File: src/rtl/tpu_pkg.sv
// Shared types and constants for the TPU operand feeder: FSM states,
// sign-magnitude helpers and the FIFO entry layout.
package tpu_pkg;

   localparam int SM_WIDTH = 8;
   localparam logic [SM_WIDTH-1:0] SM_NEG_ZERO = 8'h80;

   typedef enum logic [1:0] {
      ST_FEED   = 2'd0,
      ST_STROBE = 2'd1,
      ST_CLEAR  = 2'd2
   } feeder_state_t;

   typedef struct packed {
      logic [SM_WIDTH-1:0] a;
      logic [SM_WIDTH-1:0] b;
      logic                last;
   } fifo_entry_t;

   // The MAC treats -0 and +0 differently in its sign logic, so only +0 is sent.
   function automatic logic [SM_WIDTH-1:0] sm_norm(input logic [SM_WIDTH-1:0] v);
      return (v == SM_NEG_ZERO) ? '0 : v;
   endfunction

endpackage

File: src/rtl/feeder_fifo.sv
// Operand-pair FIFO for the feeder; pointers carry an extra wrap bit so
// full and empty are distinguishable without a separate counter.
import tpu_pkg::*;

module feeder_fifo #(
   parameter int DEPTH = 4
) (
   input  logic        clk,
   input  logic        reset,
   input  logic        i_push,
   input  fifo_entry_t i_entry,
   input  logic        i_pop,
   output fifo_entry_t o_entry,
   output logic        o_full,
   output logic        o_empty
);

   localparam int AW = $clog2(DEPTH);

   fifo_entry_t r_mem [DEPTH];
   logic [AW:0] r_wr_ptr;
   logic [AW:0] r_rd_ptr;
   logic        w_push;
   logic        w_pop;

   assign o_empty = (r_wr_ptr == r_rd_ptr);
   assign o_full  = (r_wr_ptr[AW] != r_rd_ptr[AW]) &&
                    (r_wr_ptr[AW-1:0] == r_rd_ptr[AW-1:0]);
   assign w_push  = i_push && !o_full;
   assign w_pop   = i_pop && !o_empty;
   assign o_entry = r_mem[r_rd_ptr[AW-1:0]];

   always_ff @(posedge clk) begin
      if (w_push) r_mem[r_wr_ptr[AW-1:0]] <= i_entry;
   end

   always_ff @(posedge clk or negedge reset) begin
      if (!reset) begin
         r_wr_ptr <= '0;
         r_rd_ptr <= '0;
      end else begin
         if (w_push) r_wr_ptr <= r_wr_ptr + {{AW{1'b0}}, 1'b1};
         if (w_pop)  r_rd_ptr <= r_rd_ptr + {{AW{1'b0}}, 1'b1};
      end
   end

endmodule

File: src/rtl/tpu_operand_feeder.sv
// Feeds buffered sign-magnitude operand pairs to the MAC and sequences the
// result strobe / accumulator clear. Optional macro: FEEDER_STALL_CNT_EN.
//
// state     | meaning
// ----------+----------------------------------------------------------
// ST_FEED   | pop one pair per cycle when available and not held
// ST_STROBE | last pair issued; out_HL asserted on the following cycle
// ST_CLEAR  | acc_clear asserted on the following cycle; back to FEED
import tpu_pkg::*;

module tpu_operand_feeder #(
   parameter int DEPTH = 4
) (
   input  logic                clk,
   input  logic                reset,
   input  logic                in_valid,
   output logic                in_ready,
   input  logic [SM_WIDTH-1:0] in_a,
   input  logic [SM_WIDTH-1:0] in_b,
   input  logic                in_last,
   input  logic                hold,
   output logic [SM_WIDTH-1:0] input1,
   output logic [SM_WIDTH-1:0] input2,
   output logic                out_HL,
   output logic                acc_clear,
   output logic [15:0]         stall_cnt
);

   feeder_state_t       r_state;
   feeder_state_t       w_state_nxt;
   fifo_entry_t         w_in_entry;
   fifo_entry_t         w_head;
   logic                w_full;
   logic                w_empty;
   logic                w_pop;
   logic [SM_WIDTH-1:0] r_input1;
   logic [SM_WIDTH-1:0] r_input2;
   logic                r_out_hl;
   logic                r_acc_clear;

   assign w_in_entry = '{a: in_a, b: in_b, last: in_last};
   assign in_ready   = !w_full;

   feeder_fifo #(.DEPTH(DEPTH)) u_fifo (
      .clk     (clk),
      .reset   (reset),
      .i_push  (in_valid && in_ready),
      .i_entry (w_in_entry),
      .i_pop   (w_pop),
      .o_entry (w_head),
      .o_full  (w_full),
      .o_empty (w_empty)
   );

   always_ff @(posedge clk or negedge reset) begin
      if (!reset) r_state <= ST_FEED;
      else        r_state <= w_state_nxt;
   end

   always_comb begin
      w_state_nxt = r_state;
      w_pop       = 1'b0;
      case (r_state)
         ST_FEED: begin
            if (!w_empty && !hold) begin
               w_pop = 1'b1;
               if (w_head.last) w_state_nxt = ST_STROBE;
            end
         end
         ST_STROBE: w_state_nxt = ST_CLEAR;
         ST_CLEAR:  w_state_nxt = ST_FEED;
         default:   w_state_nxt = ST_FEED;
      endcase
   end

   // Strobe and clear lag their state by one register so they never share a
   // cycle with the operands of the last pair.
   always_ff @(posedge clk or negedge reset) begin
      if (!reset) begin
         r_input1    <= '0;
         r_input2    <= '0;
         r_out_hl    <= 1'b0;
         r_acc_clear <= 1'b0;
      end else begin
         r_input1    <= w_pop ? sm_norm(w_head.a) : '0;
         r_input2    <= w_pop ? sm_norm(w_head.b) : '0;
         r_out_hl    <= (r_state == ST_STROBE);
         r_acc_clear <= (r_state == ST_CLEAR);
      end
   end

   assign input1    = r_input1;
   assign input2    = r_input2;
   assign out_HL    = r_out_hl;
   assign acc_clear = r_acc_clear;

`ifdef FEEDER_STALL_CNT_EN
   logic [15:0] r_stall_cnt;

   always_ff @(posedge clk or negedge reset) begin
      if (!reset) begin
         r_stall_cnt <= '0;
      end else if ((r_state == ST_FEED) && w_empty && !hold &&
                   (r_stall_cnt != 16'hFFFF)) begin
         r_stall_cnt <= r_stall_cnt + 16'd1;
      end
   end

   assign stall_cnt = r_stall_cnt;
`else
   assign stall_cnt = 16'h0000;
`endif

endmodule

File: config.mk
export PLATFORM = sky130hd
export DESIGN_NAME = tpu_operand_feeder
export DESIGN_NICKNAME = d
export VERILOG_FILES = /design/src/rtl/tpu_pkg.sv /design/src/rtl/feeder_fifo.sv /design/src/rtl/tpu_operand_feeder.sv
export SDC_FILE = /design/constraint.sdc
export NUM_CORES = 1
export LEC_CHECK = 0
export ABC_AREA = 1
export BUFFER_PORTS_ARGS = -buffer_cell sky130_fd_sc_hd__buf_2
export CORE_MARGIN = 2
export CORE_UTILIZATION = 47
export DETAILED_ROUTE_END_ITERATION = 12
export PLACE_DENSITY = 0.77
export SYNTH_ARGS = -nofsm -noshare
export SYNTH_HDL_FRONTEND = slang
export SYNTH_SLANG_ARGS = --single-unit
File: constraint.sdc
create_clock -name clk -period 2.5 [get_ports clk]
set_input_delay 0.125 -clock clk [delete_from_list [all_inputs] [get_ports clk]]
set_output_delay 0.125 -clock clk [all_outputs]
set_load 0.01 [all_outputs]
==> flow_summary.json <==
{
  "yosys_warnings": 0,
  "vias_per_cell": 4.793,
  "finalNetCount": 411,
  "num_vias": 2358,
  "grt_max_degree": 36,
  "grt-ovfl-total": 0,
  "reg2reg_to": "u_fifo.r_mem[1][5]$_DFFE_PP_",
  "wl_per_cell_um": 13.91,
  "stdcell_count": 492,
  "hold_end": "u_fifo.r_mem[0][9]$_DFFE_PP_",
  "io_buffers": 39,
  "power.density_mw_per_mm2": 1134,
  "clk_latency_ns": 0.35,
  "worstSetupEndpointType": "flip-flop",
  "yosys.area_share.simple_pct": 17.46,
  "grt_pass1_vias": 2296,
  "gp_congestion": 0.7821,
  "tightest_slew_ns": 0.5852,
  "synth_seq_cells": 94,
  "drtPass1Iterations": 4,
  "grt_first_pass_wirelength_um": 10980,
  "syn2layout_area_growth_pct": 14.75,
  "grt_use_total_pct": 16.72,
  "irDropWorstVdd_mv": 0.5504,
  "drive_gt1_share_pct": 17.18,
  "antenna_found_initial": 0,
  "min_path_type": "input port to flip-flop",
  "netlist_instances": 325,
  "die_x_um": 94.33,
  "place_area_mm2": 0.004036,
  "r2r_slack_ns": 0.68,
  "status": "finished, final reports clean",
  "maxSlewHeadroom_pct": 60.99,
  "async_flop_share_pct": 27.66,
  "rsz0062_at_grt": "no",
  "cts_root_buf": "clkbuf_8",
  "post_cts_resized": 0,
  "first_iter_violations": 136,
  "post_cts_buffers": 0,
  "cp_max_fo": 17,
  "tns_ns": 0,
  "synthAdderAreaFrac_pct": 1.631,
  "syn-cell-area_mm2": 0.003835,
  "stdcell_area_mm2": 0.004400,
  "yosysTopAreaCellShare_pct": 53.25,
  "slew_violations": 0,
  "cts_tree": "built",
  "synthMuxAreaShare_pct": 0,
  "hold_buffers": 16,
  "finalHoldViolCount": 0,
  "rows": 32,
  "synth_compound_area_share_pct": 1.011,
  "synth.area.top_cells": "edfxtp_1, dfrtp_1, nand2_1",
  "drc": 0,
  "skew_ns": 0.01000,
  "setup_violations": 0,
  "cts-htree-levels": 3,
  "fin_crit_sh_pct": 72.97,
  "drv_cap": 0,
  "start_kind": "flip-flop",
  "hold_depth": 1,
  "cts.sinks": 94,
  "regArea_mm2": 0.002693,
  "multi_input_area_um2": 892.1,
  "r2r_start": "u_fifo.r_rd_ptr[1]$_DFFE_PN0P_",
  "synth_xor_area_share_pct": 1.599,
  "ios": 56,
  "min_from": "in_a[0]",
  "post-route-util_pct": 56.36,
  "path_clk_slew_ns": 0.09,
  "die_height_um": 94.33,
  "power_leakage_nw": 1.905,
  "ys_types": 21,
  "dp_hpwl_um": 4383,
  "wl_um": 6845,
  "diodes": 0,
  "core-area_mm2": 0.007807,
  "initial_utilization_pct": 49.12,
  "worst-setup-path-type": "flip-flop to flip-flop",
  "synth_top_cell_by_area": "edfxtp_1",
  "die-area_mm2": 0.008898,
  "worstPathArrival_ns": 1.86,
  "cts_buffers": 9,
  "synth_top_family_by_area": "simple AND/OR/NAND/NOR gates",
  "yosysMostFrequentCell": "nand2_1",
  "finalCriticalPeriod_ns": 1.824,
  "ant_nets": 0,
  "synth_edf_count": 68,
  "fmax_ghz": 0.5482,
  "seq_area_frac_synth_pct": 70.21,
  "worstPathRequired_ns": 2.53,
  "dp_cells": 460,
  "nFillCells": 635,
  "r2r_cells": 5,
  "synth_common_cells": "nand2_1, edfxtp_1, nor2_1",
  "cts_buffer_depth": 2,
  "synth-main-ff-cell": "edfxtp_1",
  "syn_area_per_cell_um2": 11.80
}
==> kinds of logic (layout without fill, tap and decap cells) <==
logic type | count (synthesis) | in the layout
xor gates and xnor gates | 7 | 7
AOI/OAI and AO/OA | 7 | 7
buffers and inverters | 47 | 97
adders and majority gates | 5 | 5
other | 1 | 16
DFF | 94 | 94
and+or+nand+nor | 164 | 164
==> cell usage in the layout (no fill, tap or decap) <==
cell type / instances
nand3_1: 33
o21ai_0: 3
a21oi_1: 2
edfxtp_1: 68
clkinvlp_4: 4
clkbuf_8: 9
ha_1: 5
xor2_1: 2
inv_1: 17
xnor2_1: 5
a21oi_2: 1
inv_6: 1
nand2_1: 94
nand3_2: 1
nor2_1: 34
dfrtp_1: 26
o21ai_1: 1
bufinv_16: 1
buf_2: 39
nand2_2: 1
buf_4: 7
inv_8: 1
conb_1: 16
dlygate4sd3_1: 16
nand3b_1: 1
inv_4: 2
==> per-stage QoR <==
step | power (W) | hold slack (ns) | setup slack [ns]
3_5_place_dp | 0.003997 | 0.1585 | 0.7018
3_3_place_gp | 0.003925 | 0.1490 | 0.7926
5_1_grt | 0.005337 | 0.01115 | 0.5179
4_1_cts | 0.005010 | 0.006501 | 0.6846
2_1_floorplan | 0.003617 | -0.1706 | 0.4069
6_report | 0.004990 | 0.01859 | 0.6757
==> state kept, by name, summed over array words and instances (netlist names) <==
signal	flops
u_fifo.r_rd_ptr	3
out_HL	1
u_fifo.r_wr_ptr	3
r_state	2
acc_clear	1
input1	8
u_fifo.r_mem	68
input2	8
==> final cells by class <==
class                           instances  share of cell area (%)
Clock buffer                            9                   2.815
Clock inverter                          7                   1.820
Inverter                               19                   1.734
Multi-Input combinational cell        199                   20.27
Sequential cell                        94                   61.19
Tap cell                              102                   2.900
Timing Repair Buffer                   62                   9.269
==> worst max-delay path by stage <==
stage / startpoint / end / slack, ns / cells past startpoint
global route: u_fifo.r_rd_ptr[1]$_DFFE_PN0P_ / u_fifo.r_mem[1][6]$_DFFE_PP_ / 0.52 / 5
finish: u_fifo.r_rd_ptr[1]$_DFFE_PN0P_ / u_fifo.r_mem[1][5]$_DFFE_PP_ / 0.68 / 5
global placement: u_fifo.r_rd_ptr[1]$_DFFE_PN0P_ / u_fifo.r_mem[0][1]$_DFFE_PP_ / 0.79 / 5
CTS: u_fifo.r_rd_ptr[1]$_DFFE_PN0P_ / u_fifo.r_mem[3][15]$_DFFE_PP_ / 0.68 / 5
detailed placement: u_fifo.r_rd_ptr[1]$_DFFE_PN0P_ / u_fifo.r_mem[3][8]$_DFFE_PP_ / 0.70 / 5
floorplan: u_fifo.r_rd_ptr[1]$_DFFE_PN0P_ / u_fifo.r_mem[0][0]$_DFFE_PP_ / 0.41 / 5
==> metal layers <==
layer / up-vias / wire length [µm] / track usage [%]
met2: 94 / 3403 / 28.15
li1: 1154 / - / -
met5: - / 0 / 0
met1: 1100 / 2848 / 21.50
met4: 0 / 104 / 6.159
met3: 10 / 489 / 3.591
==> power by group <==
part / internal, W / switching, W
Sequential: 0.00210 / 0.000158
Combinational: 0.000565 / 0.00116
Clock: 0.000472 / 0.000532
Total: 0.00314 / 0.00185
==> worst max-delay path, stage by stage, from the launching register on <==
cell and delay, ns:
dfrtp_1 0.65, xnor2_1 0.17, nand3b_1 0.14, nand2_2 0.13, nor2_1 0.13, buf_4 0.29
No activity file was read; power rests on OpenSTA's default activity.
